$ cat config.mk
export PLATFORM = sky130hd
export DESIGN_NAME = mem_port_arbiter
export DESIGN_NICKNAME = d
export VERILOG_FILES = /design/src/rtl/mem_port_arbiter.sv
export SDC_FILE = /design/constraint.sdc
export NUM_CORES = 1
export LEC_CHECK = 0
export CAP_MARGIN = 20
export CORE_ASPECT_RATIO = 2
export CORE_MARGIN = 1
export CORE_UTILIZATION = 31
export CTS_BUF_LIST = sky130_fd_sc_hd__clkbuf_8 sky130_fd_sc_hd__clkbuf_16
export DETAILED_ROUTE_END_ITERATION = 8
export HOLD_SLACK_MARGIN = 0.08
export PLACE_DENSITY = 0.81
export SETUP_SLACK_MARGIN = 0.02
export SYNTH_ARGS = -nofsm -noshare
export SYNTH_HDL_FRONTEND = slang
export SYNTH_SLANG_ARGS = --single-unit
$ cat constraint.sdc
create_clock -name i_clk -period 3.2 [get_ports i_clk]
set_input_delay 0.96 -clock i_clk [delete_from_list [all_inputs] [get_ports i_clk]]
set_output_delay 0.96 -clock i_clk [all_outputs]
set_load 0.005 [all_outputs]
$ cat src/rtl/mem_port_arbiter.sv
// mem_port_arbiter: req/grant arbiter sharing one single-port record BRAM
// between NREQ protocol engines. Round-robin arbitration with requester 0
// winning every arbitration point it takes part in, plus an optional hold
// limit that revokes a long-running grant when somebody else is waiting.
// RAM access outputs are combinational from the registered grant and are
// all-zero whenever no granted requester is actively requesting.
module mem_port_arbiter #(
  parameter int NREQ     = 4,
  parameter int AW       = 8,
  parameter int DW       = 8,
  parameter int MAX_HOLD = 64
) (
  input  logic                i_clk,
  input  logic                i_rst,
  input  logic [NREQ-1:0]     i_req,
  input  logic [NREQ*AW-1:0]  i_addr,
  input  logic [NREQ-1:0]     i_we,
  input  logic [NREQ*DW-1:0]  i_wdata,
  output logic [NREQ-1:0]     o_gnt,
  output logic [NREQ-1:0]     o_rvalid,
  output logic [DW-1:0]       o_rdata,
  output logic                o_preempt,
  output logic                o_ram_en,
  output logic                o_ram_we,
  output logic [AW-1:0]       o_ram_addr,
  output logic [DW-1:0]       o_ram_wdata,
  input  logic [DW-1:0]       i_ram_rdata
);

  // Index width for requester numbers.
  localparam int IW = (NREQ > 1) ? $clog2(NREQ) : 1;

  // Hold counter only needs to reach MAX_HOLD-1; it saturates there so the
  // preemption test is a plain equality.
  localparam int HW = (MAX_HOLD > 1) ? $clog2(MAX_HOLD) : 1;
  localparam logic [HW-1:0] HOLD_SAT = (MAX_HOLD > 0) ? HW'(MAX_HOLD - 1) : {HW{1'b1}};

  typedef enum logic {
    ST_IDLE  = 1'b0,
    ST_OWNED = 1'b1
  } state_t;

  // --------------------------------------------------------------------
  // Registered state
  // --------------------------------------------------------------------
  state_t             state_q;
  logic [NREQ-1:0]    gnt_q;
  logic [IW-1:0]      last_owner_q;
  logic [HW-1:0]      hold_q;
  logic               preempt_q;
  logic [NREQ-1:0]    rvalid_q;

  // --------------------------------------------------------------------
  // Arbitration helpers
  // --------------------------------------------------------------------
  logic               owner_req;
  logic               others_req;
  logic               hold_full;
  logic               preempt_fire;
  logic               arb_point;
  logic [NREQ-1:0]    cand;
  logic               win_found;
  logic [IW-1:0]      win_idx;
  logic [NREQ-1:0]    gnt_d;
  logic [NREQ-1:0]    rvalid_d;

  // Access selection and per-requester masked buses
  logic [NREQ-1:0]    acc_sel;
  logic [AW-1:0]      addr_m  [NREQ];
  logic [DW-1:0]      wdata_m [NREQ];
  logic [NREQ-1:0]    we_m;
  logic [AW-1:0]      ram_addr_d;
  logic [DW-1:0]      ram_wdata_d;

  genvar gi;

  // Position base+off modulo NREQ, with off in 1..NREQ.
  function automatic logic [IW-1:0] wrap_idx(input logic [IW-1:0] base, input int off);
    int sum;
    sum = int'(base) + off;
    if (sum >= NREQ) begin
      sum = sum - NREQ;
    end
    return IW'(sum);
  endfunction

  // The current owner is the single set grant bit; it is still requesting
  // when that bit lines up with its request.
  assign owner_req    = |(gnt_q & i_req);
  assign others_req   = |(i_req & ~gnt_q);
  assign hold_full    = (MAX_HOLD != 0) && (hold_q == HOLD_SAT);
  assign preempt_fire = owner_req && hold_full && others_req;
  assign arb_point    = (state_q == ST_IDLE) || !owner_req || preempt_fire;

  // The releasing or revoked owner never competes at its own release edge.
  assign cand = i_req & ~gnt_q;

  // Requester 0 first, otherwise round-robin upward from last_owner+1.
  always_comb begin
    win_found = 1'b0;
    win_idx   = '0;
    if (cand[0]) begin
      win_found = 1'b1;
      win_idx   = '0;
    end else begin
      for (int off = 1; off <= NREQ; off++) begin
        if (!win_found && cand[wrap_idx(last_owner_q, off)]) begin
          win_found = 1'b1;
          win_idx   = wrap_idx(last_owner_q, off);
        end
      end
    end
  end

  // One-hot image of the winner, loaded directly at the arbitration edge.
  generate
    for (gi = 0; gi < NREQ; gi++) begin : g_onehot
      assign gnt_d[gi] = win_found && (win_idx == IW'(gi));
    end
  endgenerate

  // Grant FSM: owns grant, last owner, hold counter and preempt pulse.
  always_ff @(posedge i_clk) begin
    if (i_rst) begin
      state_q      <= ST_IDLE;
      gnt_q        <= '0;
      last_owner_q <= IW'(NREQ - 1);
      hold_q       <= '0;
      preempt_q    <= 1'b0;
    end else begin
      preempt_q <= preempt_fire;
      if (arb_point) begin
        hold_q <= '0;
        gnt_q  <= gnt_d;
        if (win_found) begin
          state_q      <= ST_OWNED;
          last_owner_q <= win_idx;
        end else begin
          state_q <= ST_IDLE;
        end
      end else if (hold_q != HOLD_SAT) begin
        hold_q <= hold_q + 1'b1;
      end
    end
  end

  // --------------------------------------------------------------------
  // RAM access path
  // --------------------------------------------------------------------

  // Nothing reaches the RAM while reset is held.
  assign acc_sel = i_rst ? '0 : (gnt_q & i_req);

  generate
    for (gi = 0; gi < NREQ; gi++) begin : g_acc
      assign addr_m[gi]  = acc_sel[gi] ? i_addr[gi*AW +: AW]  : '0;
      assign wdata_m[gi] = acc_sel[gi] ? i_wdata[gi*DW +: DW] : '0;
      assign we_m[gi]    = acc_sel[gi] & i_we[gi];
    end
  endgenerate

  // AND-OR mux of the selected requester onto the RAM bus (at most one
  // select bit is ever set, so the OR is a clean mux with zero idle value).
  always_comb begin
    ram_addr_d  = '0;
    ram_wdata_d = '0;
    for (int k = 0; k < NREQ; k++) begin
      ram_addr_d  = ram_addr_d  | addr_m[k];
      ram_wdata_d = ram_wdata_d | wdata_m[k];
    end
  end

  // A granted read this cycle returns its data next cycle.
  assign rvalid_d = acc_sel & ~i_we;

  // Read-return tag register; independent of later grant changes.
  always_ff @(posedge i_clk) begin
    if (i_rst) begin
      rvalid_q <= '0;
    end else begin
      rvalid_q <= rvalid_d;
    end
  end

  // --------------------------------------------------------------------
  // Outputs
  // --------------------------------------------------------------------
  assign o_gnt       = gnt_q;
  assign o_rvalid    = rvalid_q;
  assign o_preempt   = preempt_q;
  assign o_rdata     = i_ram_rdata;
  assign o_ram_en    = |acc_sel;
  assign o_ram_we    = |we_m;
  assign o_ram_addr  = ram_addr_d;
  assign o_ram_wdata = ram_wdata_d;

endmodule

==> impl_results.md, run 1 <==
- Outcome: finished clean
- Critical path class: input port to output pin
- Syn Inst Count: 155
- Worst path arrival time: 2.16 ns
- Worst setup path end: o_ram_wdata[0]
- Yosys top cell by area: dfxtp_1
- Hold Fails Final Rpt: 0
- Later-pin clock latency in the skew report: 0.27 ns
- IO buf count: 100
- Initial antenna violation count: 0
- Placed cell areas: approximately 2400 µm²
- DP Wirelength: between 4000 and 5000 µm
- Setup TNS: 0 ns
- Final GP Congestion: 0.893
- H-tree Lvls: 1
- Internal reg-to-reg setup slack: 1.41 ns
- Die Wd: 47.4 µm
- Top cell by count, worst path: buf_4
- Die span in y: a little over 90 µm
- Crit-path slowest cell: dlygate4sd2_1
- TritonCTS Sinks: 18
- P_leak: roughly 1.1 nW
- Min-delay worst type: register to register
- Drt initial violations: 38
- Period minus WS final: 3.12 ns
- DRC: 0
- Critical Path, Cell by Cell: clkdlybuf4s15_2 -> nand2_2 -> nor2_4 -> buf_4 -> buf_4 -> a22oi_2 -> nand2_1 -> dlygate4sd2_1
- CTS tree: done
- Pin count of the biggest net entering global routing: 11
- Most frequent cell after synthesis: a22oi_1
- Syn nets: between 200 and 250
- Worst r2r src: hold_q[0]$_SDFFE_PP0P_
- Pwr Total: 0.741 mW
- Worst EP required: 2.24 ns
- DR WL/cell: 16.9 µm
- Least-Margin Pin Slew: 0.475 ns
- Initial Util: roughly a third
- Register area: 360 µm²
- Clock-pin slew on the worst setup and hold paths: 0.07 ns
- Vias/cell: 5.40
- Row count: 32
- Synth Flop Type: dfxtp_1
- Vias in the first global route: 1,857
- Worst r2r dst: o_gnt[3]$_SDFFE_PP0P_
- Multi-input gate area in the final layout: 923 µm²
- Antenna Nets Post-Route: 0
- Nets: 357
- First-pass GRT wire length: 8290 µm
- Post-synth EDFFs: 0
- Post-route cell area: 2640 µm²
- I/O Pins: 117
- # diodes: 0
- Via count: 1,748
- VDD IR max: 0.208 mV
- Setup crit start: i_req[3]
- Worst reg2reg path depth: 5
- Pins Over Slew Limit: 0
- Top-area cell type share of the netlist area: about 28%
- Final setup viols: 0
- Number of library cell types mapped by synthesis: 40
- DRT Wirelength: 5470 µm
- Ys async rst share: 0%
- Max_cap viols: 0
- Grt ovf: 0
- Fmax: 320 MHz
- Synth Register Bits: 18
- Clk_skew: 0.00906 ns
- Hold_buf cts: 0
- RSZ-0062 raised after global routing: yes
- Post-Synthesis Cell Area: 1280 µm²
- Cts bufs inserted: 3
- Slew margin rel.: between 60% and 70%
- Fraction of layout cells with a size suffix above 1: 25.3%
- Min-delay src: hold_q[5]$_SDFFE_PP0P_
- CTS Buffer Depth: 2
- Root Driver: clkbuf_8
- Worst-path maximum fanout: 6
- Core Area: just under 4000 µm²
- Global Route Usage Sum: 26.5%
- Synth cell count leaders: 36 x a22oi_1, 23 x nand2_1, 18 x dfxtp_1
- Drt pass-1 iters: 4
- Synth top area cells: dfxtp_1 28%, a22oi_1 21%, nand2_1 6.8%
- Crit share post-route: 97.6%
- Area delta synth->final: 107%
- Worst Setup Start Kind: input port
- Sequential share of the synthesized area: 28.2%
- CP endpoint kind: output pin
- Fillcell total: 311
- Yosys warning count: 0
- Max incr delay on CP: approximately 0.27 ns
- Die area: 4390 µm²
- Post-Syn Area per Cell: 8.23 µm²
- Power Density: 281 nW/µm²
flip-flops by register name, summed over array words and instances (netlist names):
register / cells
o_rvalid: 4
hold_q: 6
last_owner_q: 2
o_gnt: 4
o_preempt: 1
state_q: 1
per-stage QoR:
| stage | worst slack, ns | utilization [%] | hold WS, ns | instances |
|---|---|---|---|---|
| 2_1_floorplan | 0.292 | - | 0.468 | 155 |
| 3_3_place_gp | -0.356 | 61.5 | 0.491 | 310 |
| 3_5_place_dp | -0.376 | 61.5 | 0.502 | 310 |
| 4_1_cts | 0.0160 | 65.9 | 0.522 | 322 |
| 5_1_grt | 0.00597 | 68.0 | 0.550 | 324 |
| 6_report | 0.0755 | 68.0 | 0.527 | 324 |
worst max-delay path: cells and delay by family:
| kind | cells | cell delay [ns] |
|---|---|---|
| buf+inv | 4 | 0.78 |
| compound gates | 1 | 0.18 |
| simple gates | 3 | 0.24 |
routing by layer:
| layer | global-route usage (%) | part of all wire [%] | up-vias |
|---|---|---|---|
| met1 | 26.7 | 34 | 790 |
| met3 | 5.46 | 8.8 | 19 |
| met5 | 0 | 0 | - |
| met2 | 45.3 | 52 | 116 |
| li1 | - | - | 823 |
| met4 | 16.4 | 4.7 | 0 |
power by group:
part           internal, mW  total, mW  leakage (nW)  switching [mW]
sequential            0.238      0.256         0.147          0.0178
clock                 0.110      0.192        0.0288          0.0827
combinational         0.180      0.293         0.932           0.113
total                 0.528      0.741          1.11           0.213
repair_timing:
action / 4_1_cts / 5_1_grt
resized for setup: 52 / 24
gates cloned: 3 / 0
buffers inserted: 5 / 2
endpoints found under the setup margin: 18 / 16
pin swaps: 4 / 5
worst min path at each step:
| stage | endpoint | slack [ns] | cells past startpoint |
|---|---|---|---|
| after floorplan | hold_q[4]$_SDFFE_PP0P_ | 0.47 | 2 |
| after global placement | hold_q[4]$_SDFFE_PP0P_ | 0.49 | 2 |
| after detailed placement | hold_q[4]$_SDFFE_PP0P_ | 0.50 | 2 |
| after CTS | hold_q[4]$_SDFFE_PP0P_ | 0.52 | 2 |
| after global routing | hold_q[4]$_SDFFE_PP0P_ | 0.55 | 2 |
| final | hold_q[4]$_SDFFE_PP0P_ | 0.53 | 2 |
cell families (layout without fill, tap and decap cells):
kind of cell    Yosys count  in the layout  share of synthesized area, %
flops                    18             18                          28.2
fa+ha+maj                 2              2                          1.86
simple gates             53             53                          21.8
xor+xnor                  3              3                          2.06
mux                       2              2                          1.57
compound gates           58             58                          35.8
buf+inv                  19            137                          8.72
cell type report:
type,instances,area share (%)
Timing Repair Buffer,129,46.3
Multi-Input combinational cell,118,35.0
Sequential cell,18,13.6
Tap cell,51,2.42
Clock buffer,4,2.09
Inverter,4,0.569
cell usage in the layout, fill, tap and decap left out, drive strengths merged, types with 3 or more instances in the layout:
master	count
clkdlybuf4s15	5
nor2	9
nand2	23
a21oi	5
clkbuf	6
dlygate4sd2	13
a221o	3
inv	4
nand2b	5
dfxtp	18
buf	30
clkdlybuf4s50	78
nor2b	3
nor3	4
a22oi	36
Note: power is estimated with default switching activity, not from simulation.
==> run 2: changes to the inputs <==
--- a/config.mk
+++ b/config.mk
@@ -5,8 +5,8 @@
 export SDC_FILE = /design/constraint.sdc
 export NUM_CORES = 1
 export LEC_CHECK = 0
-export CAP_MARGIN = 20
-export CORE_ASPECT_RATIO = 2
+export ABC_CLOCK_PERIOD_IN_PS = 3200
+export CORE_ASPECT_RATIO = 0.8
 export CORE_MARGIN = 1
 export CORE_UTILIZATION = 31
 export CTS_BUF_LIST = sky130_fd_sc_hd__clkbuf_8 sky130_fd_sc_hd__clkbuf_16
==> impl_results.md, run 2 (synthesis gave the netlist of run 1 again) <==
- Worst Setup Start Kind: input port
- CTS tree: done
- H-tree Lvls: 1
- Commonest cells after routing, fill and taps aside: 78 x clkdlybuf4s50_1, 29 x a22oi_1, 28 x buf_4, 19 x nand2_1, 18 x dfxtp_1
- Global Route Usage Sum: 26.2%
- Placed Cells: approximately 310
- Hold depth: 2
- Vias/cell: between 5 and 6
- # diodes: 0
- Worst EP required: 2.24 ns
- Drt initial violations: 161
- Non-Filler Instances: 339
- Final GP Congestion: 0.965
- Register area: 360 µm²
- Clock-pin slew on the worst setup and hold paths: 0.07 ns
- DRT Wirelength: approximately 5700 µm
- Pwr Total: 0.726 mW
- Clk pwr share: between 20% and 30%
- Max reg flops: 6
- Net Sw Frac: 29.3%
- Fmax: approximately 320 MHz
- Most flops, register: hold_q
- Power share of the combinational group: a little over two fifths
- First-pass GRT wire length: ~8400 µm
- Drt pass-1 iters: 4
- Core Area: 3880 µm²
- Vias in the first global route: 1,653
- Final setup viols: 0
- Least-Margin Pin Slew: 0.478 ns
- Initial antenna violation count: 0
- Internal power: 0.514 mW
- Worst-path maximum fanout: 3
- Slew margin rel.: 67.7%
- DP Wirelength: 3580 µm
- Grt ovf: 0
- Fraction of layout cells with a size suffix above 1: approximately 25%
- Die span in y: 59.4 µm
- Crit share post-route: a little over nine tenths
- Die area: 4380 µm²
- Die Wd: around 74 µm
- Seq pwr share: a little over a third
- RSZ-0062 raised after global routing: no
- Clk_skew: 0.00608 ns
- IO buf count: 100
- CP endpoint kind: output pin
- Hold Fails Final Rpt: 0
- Internal reg-to-reg setup slack: 1.35 ns
- Worst reg2reg path depth: 5
- DRC: 0
- Initial Util: 32.9%
- TritonCTS Sinks: 18
- P_leak: 1.16 nW
- Fillcell total: 310
- Row count: 20
- CTS Buffer Depth: 2
- VDD IR max: 0.130 mV
- I/O Pins: 117
- Area delta synth->final: 113%
- Power Density: 267 nW/µm²
- Min-delay worst type: register to register
- Critical path class: input port to output pin
- Cts bufs inserted: 3
- Commonest non-fill, non-tap cell in the layout: clkdlybuf4s50_1
- Later-pin clock latency in the skew report: approximately 0.26 ns
- Worst path arrival time: 2.18 ns
- Setup TNS: 0 ns
- Root Driver: clkbuf_8
- Nets: around 370
- Pins Over Slew Limit: 0
- Worst r2r dst: o_gnt[3]$_SDFFE_PP0P_
- Period minus WS final: 3.14 ns
- Hold Path Sink: hold_q[4]$_SDFFE_PP0P_
- Max_cap viols: 0
- Hold_buf cts: 0
- Net Sw Power: approximately 0.21 mW
- Via count: 1,766
- Min-delay src: hold_q[5]$_SDFFE_PP0P_
- Antenna Nets Post-Route: 0
- Outcome: finished clean
- Pin count of the biggest net entering global routing: 10
- DR WL/cell: 16.9 µm
- Multi-input gate area in the final layout: approximately 880 µm²
- Worst r2r src: hold_q[0]$_SDFFE_PP0P_
[run 2: cell count changes in the layout (fill, tap and decap cells not counted), sizes merged]
cell	change
buf	+12
clkbuf	+1
clkdlybuf4s15	-3
dlygate4sd2	+1
[run 2: critical path, cell delays in order]
cell and delay [ns]:
dlygate4sd2_1 0.25, nand2_2 0.10, nor2_4 0.06, buf_6 0.12, buf_4 0.14, a22oi_1 0.21, nand2_1 0.07, dlygate4sd2_1 0.26
[run 2: layout make-up]
cell class                 count  share of cell area (%)
timing repair buffer         141                    49.6
tap                           55                    2.53
sequential                    18                    13.3
multi-input combinational    118                    32.5
inverter                       4                   0.553
clock buffer                   3                    1.52
[run 2: per-layer routing]
layer  vias to the layer above  track usage, %  wire length (µm)
met5                         -               0                 0
met4                         0            9.62                91
met3                        10            5.27               280
met2                        60            41.7              2840
met1                       848            35.2              2510
li1                        848               -                 -
[run 2: power by group through the flow]
stage	Combinational [mW]	Clock [mW]	Sequential, mW
after floorplan	0.108	0	0.255
after global placement	0.268	0	0.258
final	0.307	0.163	0.256
after global routing	0.327	0.181	0.257
after CTS	0.294	0.161	0.255
after detailed placement	0.272	0	0.259
[run 2: per-stage QoR]
step / setup slack (ns) / area (µm²) / utilization (%) / hold slack, ns
after global routing: 0.0245 / 2720 / 70.0 / 0.548
after CTS: 0.0204 / 2690 / 69.4 / 0.516
after floorplan: 0.292 / 1280 / - / 0.468
after global placement: -0.315 / 2380 / 61.4 / 0.494
after detailed placement: -0.327 / 2380 / 61.4 / 0.501
final: 0.0575 / 2720 / 70.0 / 0.524
[run 2: repair_timing]
action | 4_1_cts | 5_1_grt
buffers inserted | 18 | 2
gates cloned | 6 | 0
endpoints found under the setup margin | 18 | 15
pin swaps | 5 | 1
gates resized for setup | 57 | 17
[run 2: how the worst max path moves through the flow]
stage              from        endpoint  slack, ns  depth (start not counted)
2_1_floorplan     i_rst   o_ram_addr[5]       0.29                          6
3_3_place_gp      i_rst   o_ram_addr[0]      -0.32                          6
3_5_place_dp   i_req[2]  o_ram_wdata[1]      -0.33                          7
4_1_cts        i_req[1]   o_ram_addr[7]       0.02                          9
5_1_grt        i_req[1]   o_ram_addr[7]       0.02                          9
6_report       i_req[1]   o_ram_addr[3]       0.06                          8
==> run 3: changes to the inputs <==
--- a/config.mk
+++ b/config.mk
@@ -14,6 +14,7 @@
 export HOLD_SLACK_MARGIN = 0.08
 export PLACE_DENSITY = 0.81
 export SETUP_SLACK_MARGIN = 0.02
+export SLEW_MARGIN = 10
 export SYNTH_ARGS = -nofsm -noshare
 export SYNTH_HDL_FRONTEND = slang
 export SYNTH_SLANG_ARGS = --single-unit
==> results of run 3 <==
The final DEF is identical to that of run 2; final timing and power are the same.
